## config.mk

```make
export PLATFORM = sky130hd
export DESIGN_NAME = dcj11_bus_master
export DESIGN_NICKNAME = d
export VERILOG_FILES = /design/src/rtl/dcj11_bus_master.sv
export SDC_FILE = /design/constraint.sdc
export NUM_CORES = 1
export LEC_CHECK = 0
export CORE_ASPECT_RATIO = 0.5
export CORE_UTILIZATION = 40
export CTS_CLUSTER_DIAMETER = 50
export DETAILED_ROUTE_END_ITERATION = 8
export DONT_BUFFER_PORTS = 1
export PLACE_DENSITY = 0.64
export RECOVER_POWER = 100
export REMOVE_ABC_BUFFERS = 1
export SYNTH_ARGS = -nofsm -noshare
export SYNTH_HDL_FRONTEND = slang
export SYNTH_SLANG_ARGS = --single-unit
```

## constraint.sdc

```tcl
create_clock -name sys_clk -period 2.3 [get_ports sys_clk]
set_input_delay 0.69 -clock sys_clk [delete_from_list [all_inputs] [get_ports sys_clk]]
set_output_delay 0.69 -clock sys_clk [all_outputs]
set_load 0.01 [all_outputs]
```

## src/rtl/dcj11_bus_master.sv

```systemverilog
// dcj11_bus_master: stands in for the DCJ11 socket and sequences ALE_n/SCTL_n/BUFCTL_n/AIO/DAL
// for one local request at a time. Per-class cycle counters are added when DCJ11_MASTER_STATS_EN is defined.
module dcj11_bus_master #(
    parameter int SYSCLK_FRQ = 27_000_000,
    parameter int T_AS       = 2,
    parameter int T_AH       = 2,
    parameter int T_ACC      = 4,
    parameter int T_STRB     = 3
) (
    input  logic        sys_clk,
    input  logic        RESET_n,
    input  logic        req_valid,
    output logic        req_ready,
    input  logic [3:0]  req_aio,
    input  logic [15:0] req_addr,
    input  logic [15:0] req_wdata,
    output logic        rsp_valid,
    output logic [15:0] rsp_rdata,
    output logic [15:0] dal_out,
    output logic        dal_oe,
    input  logic [15:0] dal_in,
    output logic [3:0]  AIO,
    output logic        ALE_n,
    output logic        SCTL_n,
    output logic        BUFCTL_n,
    output logic [2:0]  dbg_state
`ifdef DCJ11_MASTER_STATS_EN
    ,
    input  logic        stat_clr,
    output logic [15:0] stat_rd,
    output logic [15:0] stat_wr,
    output logic [15:0] stat_nonio
`endif
);

    // Handshake: a request transfers on a rising edge where req_valid && req_ready;
    // req_ready is only high in IDLE, and rsp_valid is a single-cycle pulse in END.

    typedef enum logic [2:0] {
        S_IDLE, S_ADDR, S_ALE, S_DATA, S_STRB, S_END
    } state_t;

    typedef enum logic [1:0] {
        CLS_NONIO, CLS_READ, CLS_WRITE
    } cls_t;

    // SYSCLK_FRQ is informational; phase lengths are given in cycles (max 256).
    localparam int CNT_W = (SYSCLK_FRQ > 0) ? 8 : 8;
    localparam int AS    = (T_AS   < 1) ? 1 : T_AS;
    localparam int AH    = (T_AH   < 1) ? 1 : T_AH;
    localparam int ACC   = (T_ACC  < 1) ? 1 : T_ACC;
    localparam int STRB  = (T_STRB < 1) ? 1 : T_STRB;
    localparam logic [CNT_W-1:0] AS_M1   = CNT_W'(AS - 1);
    localparam logic [CNT_W-1:0] AH_M1   = CNT_W'(AH - 1);
    localparam logic [CNT_W-1:0] ACC_M1  = CNT_W'(ACC - 1);
    localparam logic [CNT_W-1:0] STRB_M1 = CNT_W'(STRB - 1);

    state_t           state;
    cls_t             cls_q;
    logic [15:0]      wdata_q;
    logic [CNT_W-1:0] cnt;

    function automatic cls_t decode_cls(input logic [3:0] aio);
        case (aio)
            4'b1000, 4'b1001, 4'b1010, 4'b1011,
            4'b1100, 4'b1101, 4'b1110:            decode_cls = CLS_READ;
            4'b0001, 4'b0011, 4'b0101:            decode_cls = CLS_WRITE;
            default:                              decode_cls = CLS_NONIO;
        endcase
    endfunction

    assign dbg_state = state;

    always_ff @(posedge sys_clk or negedge RESET_n) begin
        if (!RESET_n) begin
            state     <= S_IDLE;
            cls_q     <= CLS_NONIO;
            wdata_q   <= 16'h0000;
            cnt       <= '0;
            req_ready <= 1'b1;
            rsp_valid <= 1'b0;
            rsp_rdata <= 16'h0000;
            dal_out   <= 16'h0000;
            dal_oe    <= 1'b0;
            AIO       <= 4'b1111;
            ALE_n     <= 1'b1;
            SCTL_n    <= 1'b1;
            BUFCTL_n  <= 1'b1;
        end else begin
            rsp_valid <= 1'b0;
            case (state)
                S_IDLE: begin
                    if (req_valid && req_ready) begin
                        state     <= S_ADDR;
                        cnt       <= AS_M1;
                        req_ready <= 1'b0;
                        cls_q     <= decode_cls(req_aio);
                        // A byte write presents its data on both DAL halves.
                        wdata_q   <= (req_aio == 4'b0011) ? {req_wdata[7:0], req_wdata[7:0]}
                                                          : req_wdata;
                        dal_oe    <= 1'b1;
                        dal_out   <= req_addr;
                        AIO       <= req_aio;
                    end
                end
                S_ADDR: begin
                    if (cnt == '0) begin
                        state <= S_ALE;
                        cnt   <= AH_M1;
                        ALE_n <= 1'b0;
                    end else begin
                        cnt <= cnt - 1'b1;
                    end
                end
                S_ALE: begin
                    if (cnt != '0) begin
                        cnt <= cnt - 1'b1;
                    end else if (cls_q == CLS_NONIO) begin
                        state     <= S_END;
                        ALE_n     <= 1'b1;
                        SCTL_n    <= 1'b1;
                        BUFCTL_n  <= 1'b1;
                        dal_oe    <= 1'b0;
                        AIO       <= 4'b1111;
                        rsp_valid <= 1'b1;
                    end else begin
                        state <= S_DATA;
                        cnt   <= ACC_M1;
                        if (cls_q == CLS_READ) begin
                            dal_oe   <= 1'b0;
                            BUFCTL_n <= 1'b0;
                        end else begin
                            dal_oe  <= 1'b1;
                            dal_out <= wdata_q;
                        end
                    end
                end
                S_DATA: begin
                    if (cnt == '0) begin
                        state  <= S_STRB;
                        cnt    <= STRB_M1;
                        SCTL_n <= 1'b0;
                        // Read data is captured on the same edge SCTL_n falls.
                        if (cls_q == CLS_READ) begin
                            rsp_rdata <= dal_in;
                        end
                    end else begin
                        cnt <= cnt - 1'b1;
                    end
                end
                S_STRB: begin
                    if (cnt == '0) begin
                        state     <= S_END;
                        ALE_n     <= 1'b1;
                        SCTL_n    <= 1'b1;
                        BUFCTL_n  <= 1'b1;
                        dal_oe    <= 1'b0;
                        AIO       <= 4'b1111;
                        rsp_valid <= 1'b1;
                    end else begin
                        cnt <= cnt - 1'b1;
                    end
                end
                S_END: begin
                    state     <= S_IDLE;
                    req_ready <= 1'b1;
                end
                default: begin
                    state     <= S_IDLE;
                    req_ready <= 1'b1;
                end
            endcase
        end
    end

`ifdef DCJ11_MASTER_STATS_EN
    // Each completed cycle is counted once, in END; clear has priority.
    always_ff @(posedge sys_clk or negedge RESET_n) begin
        if (!RESET_n) begin
            stat_rd    <= 16'h0000;
            stat_wr    <= 16'h0000;
            stat_nonio <= 16'h0000;
        end else if (stat_clr) begin
            stat_rd    <= 16'h0000;
            stat_wr    <= 16'h0000;
            stat_nonio <= 16'h0000;
        end else if (state == S_END) begin
            case (cls_q)
                CLS_READ:  if (stat_rd    != 16'hFFFF) stat_rd    <= stat_rd    + 16'd1;
                CLS_WRITE: if (stat_wr    != 16'hFFFF) stat_wr    <= stat_wr    + 16'd1;
                default:   if (stat_nonio != 16'hFFFF) stat_nonio <= stat_nonio + 16'd1;
            endcase
        end
    end
`endif

endmodule

```

### Yosys cells after proc, flatten, opt, wreduce, memory -nomap -nowiden

Memory sizes are Yosys's and may differ from the RTL's. A register that Yosys moved wholly into a read port is not among the register bits.
Cells that the tools add are included.

| storage, ports and cells | value |
|---|---|
| register bits after elaboration | 69 |
| bits in latches | 0 |
| bits in writable memories | 0 |
| bits in read-only memories | 32 |
| input port bits | 55 |
| word-level logic and storage cells | 102 |
| memories kept | 1 |

| cells by class | value |
|---|---|
| add/sub/neg operators | 1 |
| $mul | 0 |
| div/mod/pow operators | 0 |
| $lt $le $gt $ge | 0 |
| equality and inequality tests | 17 |
| shifts and indexed selects | 0 |
| muxes and demuxes | 46 |
| bitwise logic cells | 1 |
| reduce and logical (&&, ||, !) cells | 24 |

Memory list:

| memory | depth | bits a word | read ports | clocked after Yosys merged registers in | write ports | RTL line | source |
|---|---|---|---|---|---|---|---|
| (name not given) | 16 | 2 | 1 | 1 | 0 | 64 | `case (aio)` |

Operators with widths:

| kind | count |
|---|---|
| 16-bit two-way mux | 5 |
| 8-bit two-way mux | 6 |
| 8-bit case mux with 5 select lines | 1 |
| 16-bit case mux with 2 select lines | 1 |
| 5-bit AND reduction | 5 |
| 3-bit two-way mux | 6 |
| 2-bit inequality test, second input constant | 9 |
| 4-bit two-way mux | 4 |
| 1-bit two-way mux | 15 |
| 3-bit case mux with 5 select lines | 1 |
| 4-bit case mux with 3 select lines | 1 |
| 4-bit AND reduction | 3 |
| 1-bit case mux with 3 select lines | 3 |
| 3-bit nonzero test | 3 |
| 8-bit logical NOT | 1 |
| 8-bit nonzero test | 1 |
| 8-bit by 1-bit subtractor with 8-bit output, second input constant | 1 |
| 3-bit by 2-bit equality test with 1-bit output, second input constant | 2 |
| 3-bit inequality test, second input constant | 2 |
| 1-bit case mux with 2 select lines | 3 |
| 5-bit nonzero test | 1 |
| 4-bit by 2-bit equality test with 1-bit output, second input constant | 1 |
| 2-bit AND reduction | 2 |
| 2-bit nonzero test | 2 |
| other kinds (10) | 10 |

### Logic depth before layout (Yosys ltp)

Gate-level depths: netlist of the first run.

| depth | value |
|---|---|
| depth after elaboration | 5 |
| mapped depth | 7 |
| depth with buffers taken out | 6 |

### Worst setup path after synthesis of the first run

Ideal clock, no wire load.

| timing path | value |
|---|---|
| kind | register -> register |
| start | register state[0] (netlist: dbg_state[0]) |
| end | register dal_out[0] |
| setup time | 0.125 ns |
| arrival time | 1.878 ns |
| path slack | 0.297 ns |
| stages on the path, launching flop included | 8 |
| buffers on the path | 3 |
| cell sequence | dfrtp_1 > buf_2 > nor2_2 > nand4b_1 > buf_2 > a22oi_2 > buf_6 > mux2_2 |

| between the ends | value |
|---|---|
| longest elaborated chain between the ends | 3 |
| elaborated cells on any way between the ends | 9 |

RTL lines:

| what | RTL line | source |
|---|---|---|
| start: declaration | 58 | `state_t state;` |
| start signal: assignment | 76 | `state <= S_IDLE;` |
| start signal: assignment | 94 | `state <= S_ADDR;` |
| start signal: assignment | 108 | `state <= S_ALE;` |
| 3-bit by 2-bit equality test with 1-bit output / 3-bit logical NOT (equally long branches) | 91 | `case (state)` |
| 2-bit inequality test (no line) / 2-bit nonzero test (equally long branches) | - |  |
| 5-bit AND reduction (no line) | - |  |
| end signal: assignment | 102 | `dal_out <= req_addr;` |
| end signal: assignment | 134 | `dal_out <= wdata_q;` |
| end: declaration | 19 | `output logic [15:0] dal_out,` |

Several ways; a longest one is shown, not always the timed one.
A chain may end at the register's enable or synchronous reset.

### Worst setup path after layout of the first run

| timing path | value |
|---|---|
| start | register cnt[2] |
| end | register rsp_rdata[0] |

| between the ends | value |
|---|---|
| longest elaborated chain between the ends | 2 |

RTL lines:

| what | RTL line | source |
|---|---|---|
| start: declaration | 61 | `logic [CNT_W-1:0] cnt;` |
| start signal: assignment | 112 | `cnt <= cnt - 1'b1;` |
| start signal: assignment | 117 | `cnt <= cnt - 1'b1;` |
| start signal: assignment | 148 | `cnt <= cnt - 1'b1;` |
| 8-bit logical NOT | 139 | `if (cnt == '0) begin` |
| 3-bit AND reduction (no line) | - |  |
| end signal: assignment | 145 | `rsp_rdata <= dal_in;` |
| end: declaration | 18 | `output logic [15:0] rsp_rdata,` |

Every way passes these cells.

==> results of run 1 <==
-- routing by layer --
layer  vias up  GRT usage [%]  part of all wire (%)
met5         -              0                     0
met4         0          7.122                   1.3
met3        11          7.078                   6.1
met2        67          26.32                    51
met1      1110          19.30                    41
li1       1025              -                     -
-- cells by family (layout without fill, tap and decap cells) --
logic type | after synthesis | count (layout)
fa+ha+maj | 2 | 2
simple gates | 67 | 67
compound gates | 46 | 46
mux | 68 | 68
xor+xnor | 6 | 6
buf+inv | 17 | 35
flops | 71 | 71
-- registers in the layout, summed over array words and instances (netlist names) --
register,flops
SCTL_n,1
AIO,4
cls_q,2
dbg_state,3
wdata_q,16
rsp_rdata,16
rsp_valid,1
BUFCTL_n,1
dal_out,16
ALE_n,1
dal_oe,1
req_ready,1
cnt,8
-- worst max-delay path, stage by stage (launching register included) --
cell	delay [ns]
dfrtp_1	0.46
nor4_4	0.34
nand3_2	0.20
nor3_1	0.23
clkbuf_2	0.39
mux2_2	0.39
-- metrics by stage --
| step | hold slack (ns) | setup WS, ns |
|---|---|---|
| floorplan | 0.3944 | -0.5103 |
| global placement | 0.3962 | 0.3038 |
| detailed placement | 0.3964 | 0.2495 |
| CTS | 0.03587 | 0.2355 |
| global route | 0.03800 | 0.05288 |
| finish | 0.05349 | 0.1718 |
-- layout make-up --
type	count	area, µm²	area share (%)
Sequential cell	71	1787	47.28
Clock buffer	14	254.0	6.722
Timing Repair Buffer	13	93.84	2.483
Clock inverter	2	10.01	0.2649
Multi-Input combinational cell	189	1471	38.94
Inverter	6	22.52	0.5960
Tap cell	112	140.1	3.709
-- where the power goes --
part           leakage (nW)  switching [mW]  internal [mW]
combinational         0.637           0.683          0.720
clock                 0.131           0.483          0.756
sequential            0.885           0.537           1.79
-- cell usage after synthesis, drive strengths merged, types with 2 or more instances --
| cell | instances | share of area, % |
|---|---|---|
| a2111oi | 2 | 0.74 |
| a211oi | 3 | 0.67 |
| a21o | 3 | 0.67 |
| a21oi | 11 | 1.7 |
| a22oi | 2 | 0.60 |
| a31oi | 2 | 0.37 |
| and3 | 2 | 0.37 |
| buf | 7 | 1.5 |
| clkbuf | 4 | 0.45 |
| dfrtp | 63 | 47 |
| dfstp | 8 | 6.2 |
| ha | 2 | 0.74 |
| inv | 6 | 0.67 |
| mux2 | 56 | 19 |
| mux2i | 12 | 3.6 |
| nand2 | 18 | 2.0 |
| nand2b | 3 | 0.63 |
| nand3 | 6 | 1.0 |
| nand3b | 2 | 0.45 |
| nor2 | 24 | 3.0 |
| nor3 | 4 | 1.1 |
| o21ai | 16 | 2.4 |
| o311ai | 2 | 0.52 |
| or2 | 2 | 0.37 |
| xnor2 | 4 | 1.0 |
| xor2 | 2 | 0.52 |
-- how the worst min path moves through the flow --
stage	from	end	slack, ns	depth (start not counted)
floorplan	RESET_n	cls_q[0]$_DFFE_PN0P_	0.39	0
global placement	RESET_n	wdata_q[14]$_DFFE_PN0P_	0.40	0
detailed placement	RESET_n	dal_out[8]$_DFFE_PN0P_	0.40	0
CTS	RESET_n	dal_out[5]$_DFFE_PN0P_	0.04	0
global route	RESET_n	dal_out[8]$_DFFE_PN0P_	0.04	0
finish	RESET_n	dal_out[8]$_DFFE_PN0P_	0.05	0
==> impl_metrics.py, run 1 <==
metrics = {
    "run_status": {
        "status": "finished clean",
    },
    "routing": {
        "viasPerCell": 5.437,
        "via_count": 2213,
        "wire_per_inst_um": 17.16,
        "antenna_left": 0,
        "finalWirelength_um": 6984,
        "drtIter0Drc": 158,
        "drc": 0,
        "first_pass_iters": 5,
    },
    "layout": {
        "final_cells": 407,
        "final_nets": 347,
        "final_core_util_pct": 46.73,
        "drive_gt1_share_pct": 26.10,
        "area_delta_synth_final_pct": 12.31,
        "n_antenna_cell": 0,
        "final_common_cell": "dfrtp_1",
        "fillers": 720,
        "stdcell_area_um2": 3779,
        "layout_common_cells": "dfrtp_1, mux2_2, nor2_1, nand2_1, o21ai_0",
    },
    "synthesis": {
        "synth-compound-area-share_pct": 8.962,
        "async_reset_ff_share_pct": 100.0,
        "synth_top_family_by_area": "multiplexers",
        "ys_seq_area_share_pct": 53.11,
        "synth_seq_cells": 71,
        "synthFlopType": "dfrtp_1",
        "muxShareOfSynthArea_pct": 22.31,
        "synth_fa_ha_area_share_pct": 0.7438,
        "avgSynthCellArea_um2": 12.15,
        "syn_area_um2": 3364,
        "yosys.area_share.simple_pct": 10.71,
        "ys_warn_count": 0,
        "synth_xor_area_share_pct": 1.562,
        "synth-edff-count": 0,
        "synthCells": 277,
        "yosysUniqueCellTypes": 49,
    },
    "critical_path": {
        "cp.required_ns": 2.51,
        "reg2reg_depth": 5,
        "worstSetupPathType": "flop to flop",
        "end_kind": "flop",
        "crit_arrival_ns": 2.34,
        "rr_endpoint": "rsp_rdata[0]$_DFFE_PN0P_",
        "critPathLaunchType": "flop",
        "rrSetupSlack_ns": 0.17,
        "cp_max_fo": 16,
        "startpoint": "cnt[2]$_DFFE_PN0P_",
        "crit_path_end": "rsp_rdata[0]$_DFFE_PN0P_",
        "reg2reg_from": "cnt[2]$_DFFE_PN0P_",
    },
    "sta": {
        "fmax_mhz": 469.9,
        "drv_slew": 0,
        "hold_viol": 0,
        "finalSetupViolCount": 0,
        "fin_crit_ns": 2.128,
        "grt_setup_unrepaired": "no",
        "worst_clock_skew_ns": 0.005871,
        "tns_ns": 0,
        "worst_slew_pin_slew_ns": 0.5824,
        "fin_crit_sh_pct": 92.53,
        "slew_headroom_pct": 60.77,
    },
    "grt": {
        "grt_pass1_vias": 2081,
        "track_usage_pct": 16.35,
        "grt_pass1_wl_um": 10700,
        "grt_max_degree": 72,
        "grt_remaining_overflow": 0,
        "antenna_found_initial": 0,
    },
    "clock_network": {
        "cts_made_buffers": 9,
        "postCtsSetupRepairBufs": 0,
        "clock_sinks": 71,
        "h-tree-depth": 3,
        "postCtsResizedCells": 0,
        "clock_path_buffers": 2,
        "tritoncts": "built",
        "clkLatencyLatePin_ns": 0.33,
        "cts_hold_buf": 0,
        "path_clk_slew_ns": 0.05,
        "clockRootBuffer": "clkbuf_16",
    },
    "placement": {
        "dpl.hpwl_um": 5018,
        "dpl.cell_count": 391,
        "place_congestion": 0.8438,
        "dpl_cell_area_um2": 3550,
        "port_buffers": 0,
    },
    "worst_hold_path": {
        "hold_class": "input port to asynchronous set/reset pin",
    },
    "pwr": {
        "p_leak_nw": 1.652,
        "fin_total_pwr_mw": 4.966,
        "power.density_nw_per_um2": 1314,
        "peakVddDrop_mv": 0.4822,
    },
    "die": {
        "coreArea_um2": 8087,
        "die_width_um": 131.7,
        "ios": 100,
        "initial_core_util_pct": 41.61,
        "num_rows": 23,
        "die_h_um": 66.85,
        "dieArea_um2": 8804,
    },
    "job": {
        "drv_cap": 0,
    },
}
No activity file was read; power rests on OpenSTA's default activity.
==> run 2: changes to the inputs <==
--- a/config.mk
+++ b/config.mk
@@ -13,6 +13,7 @@
 export PLACE_DENSITY = 0.64
 export RECOVER_POWER = 100
 export REMOVE_ABC_BUFFERS = 1
+export SKIP_CTS_REPAIR_TIMING = 1
 export SYNTH_ARGS = -nofsm -noshare
 export SYNTH_HDL_FRONTEND = slang
 export SYNTH_SLANG_ARGS = --single-unit
==> results of run 2 <==
The final DEF is identical to that of run 1; final timing and power are the same.
==> run 3: changes to the inputs <==
--- a/config.mk
+++ b/config.mk
@@ -10,6 +10,7 @@
 export CTS_CLUSTER_DIAMETER = 50
 export DETAILED_ROUTE_END_ITERATION = 8
 export DONT_BUFFER_PORTS = 1
+export HOLD_SLACK_MARGIN = 0.05
 export PLACE_DENSITY = 0.64
 export RECOVER_POWER = 100
 export REMOVE_ABC_BUFFERS = 1
==> impl_metrics.py, run 3 (synthesized netlist as in run 1, its figures left out) <==
metrics = {
    "critical_path": {
        "cp_cell_sequence": "nor4_4, nand3_2, nor3_1, clkbuf_2, mux2_1",
        "end_kind": "flop",
        "path_depth": 5,
        "crit_arrival_ns": 2.32,
        "critPathBufInv": 1,
        "cp.required_ns": 2.51,
        "cp_max_fo": 16,
        "rr_endpoint": "rsp_rdata[10]$_DFFE_PN0P_",
        "cp_slowest_cell": "dfrtp_1",
        "reg2reg_from": "cnt[3]$_DFFE_PN0P_",
        "critPathTopFamily": "simple AND/OR/NAND/NOR gates",
        "rrSetupSlack_ns": 0.18,
        "reg2reg_depth": 5,
        "critPathMaxStageDelay_ns": 0.45,
        "worstSetupPathType": "flop to flop",
        "critPathLaunchType": "flop",
    },
    "grt": {
        "gr-usage-met2_pct": 26.32,
        "antenna_found_initial": 0,
        "grt_use_met3_pct": 7.078,
        "busiest_layer": "met2",
        "grt_max_degree": 72,
        "grt_pass1_wl_um": 10700,
        "grt_remaining_overflow": 0,
        "track_usage_pct": 16.35,
        "grt_pass1_vias": 2081,
        "globalRouteMet1Util_pct": 19.30,
    },
    "job": {
        "drv_cap": 0,
    },
    "layout": {
        "drive_gt1_share_pct": 26.26,
        "n_antenna_cell": 0,
        "top_regs": "dal_out x16, rsp_rdata x16, wdata_q x16",
        "layout_common_cells": "dfrtp_1, mux2_2, nor2_1, nand2_1, o21ai_0",
        "final_cells": 409,
        "area_delta_synth_final_pct": 12.76,
        "stdcell_area_um2": 3794,
        "final_common_cell": "dfrtp_1",
        "fillers": 719,
        "final_nets": 349,
    },
    "sta": {
        "slew_headroom_pct": 5.102,
        "finalSetupViolCount": 0,
        "worst_clock_skew_ns": 0.005374,
        "drv_slew": 0,
        "hold_viol": 0,
        "fin_crit_sh_pct": 91.98,
        "tns_ns": 0,
        "worst_slew_pin_slew_ns": 1.423,
        "grt_setup_unrepaired": "no",
        "fmax_mhz": 472.7,
        "fin_crit_ns": 2.116,
        "fin_ws_ns": 0.1844,
    },
    "pwr": {
        "peakVddDrop_mv": 0.4818,
        "p_leak_nw": 1.661,
        "power.density_nw_per_um2": 1316,
        "combPwrFrac_pct": 28.6,
        "power_switching_mw": 1.728,
        "pwr-share-seq_pct": 46.6,
        "share_clk_of_total_power_pct": 24.8,
        "sw_frac_of_total_pct": 34.61,
        "intPower_mw": 3.264,
    },
    "die": {
        "dieArea_um2": 8804,
        "num_rows": 23,
        "die_width_um": 131.7,
        "ios": 100,
        "coreArea_um2": 8087,
        "initial_core_util_pct": 41.61,
        "die_h_um": 66.85,
    },
    "routing": {
        "drtIter0Drc": 146,
        "wire_per_inst_um": 17.51,
        "finalWirelength_um": 7162,
        "viasPerCell": 5.411,
        "drc": 0,
        "via_count": 2213,
        "first_pass_iters": 4,
        "antenna_left": 0,
    },
    "run_status": {
        "status": "finished clean",
    },
    "placement": {
        "preCtsSetupSlack_ns": 0.2495,
        "dpl_cell_area_um2": 3550,
        "dpl.cell_count": 391,
        "port_buffers": 0,
        "place_congestion": 0.8438,
        "dpl.hpwl_um": 5018,
    },
    "clock_network": {
        "tritoncts": "built",
        "clkLatencyLatePin_ns": 0.33,
        "path_clk_slew_ns": 0.05,
        "cts_made_buffers": 9,
        "clockRootBuffer": "clkbuf_16",
        "clock_path_buffers": 2,
        "clock_sinks": 71,
        "h-tree-depth": 3,
    },
    "worst_hold_path": {
        "hold_class": "input port to asynchronous set/reset pin",
    },
}
run 3: cell types whose count changed in the layout (fill, tap and decap cells not counted), sizes merged:
cell,previous run,this run
dlygate4sd3,0,1
clkbuf,19,20
run 3: power by group through the flow:
stage | registers (mW) | logic, mW | clock network [mW]
detailed placement | 2.37 | 1.45 | 0
global placement | 2.34 | 1.37 | 0
CTS | 2.35 | 1.45 | 1.27
finish | 2.33 | 1.43 | 1.24
global route | 2.40 | 1.60 | 1.32
floorplan | 2.27 | 1.08 | 0
run 3: metrics by stage:
step                util (%)  total power, mW  hold WS, ns
floorplan                  -            3.355       0.3944
global placement       43.90            3.716       0.3962
detailed placement     43.90            3.815       0.3964
CTS                    47.16            5.079      0.03587
global route           46.91            5.322       0.1858
finish                 46.91            4.992       0.2004
run 3: final cells by class:
cell class | count | area [µm²] | area share (%)
inverters | 6 | 22.52 | 0.5937
multi-input cells | 189 | 1471 | 38.79
well taps | 112 | 140.1 | 3.694
clock buffers | 14 | 254.0 | 6.695
clock inverters | 2 | 10.01 | 0.2639
repair buffers | 15 | 108.9 | 2.869
flip-flops and latches | 71 | 1787 | 47.10
run 3: worst max-delay path by stage:
stage	from	endpoint	slack, ns
3_5_place_dp	cnt[3]$_DFFE_PN0P_	cnt[7]$_DFFE_PN0P_	0.25
5_1_grt	cnt[0]$_DFFE_PN0P_	cnt[3]$_DFFE_PN0P_	0.05
4_1_cts	cnt[2]$_DFFE_PN0P_	cnt[7]$_DFFE_PN0P_	0.24
3_3_place_gp	cnt[3]$_DFFE_PN0P_	cnt[5]$_DFFE_PN0P_	0.30
6_report	cnt[3]$_DFFE_PN0P_	rsp_rdata[10]$_DFFE_PN0P_	0.18
2_1_floorplan	dbg_state[0]$_DFFE_PN0P_	dal_out[0]$_DFFE_PN0P_	-0.51
run 3: worst register-to-register path: cells and delay by family, from the launching register on:
kind                   cells  cell delay (ns)
buffers and inverters      1             0.39
DFF                        1             0.45
and+or+nand+nor            3             0.78
muxes                      1             0.38
run 3: layer usage:
metal / up-vias / wire length (µm)
met5: - / 0
met4: 0 / 78
met3: 7 / 448
met2: 54 / 3628
met1: 1124 / 3006
li1: 1028 / -
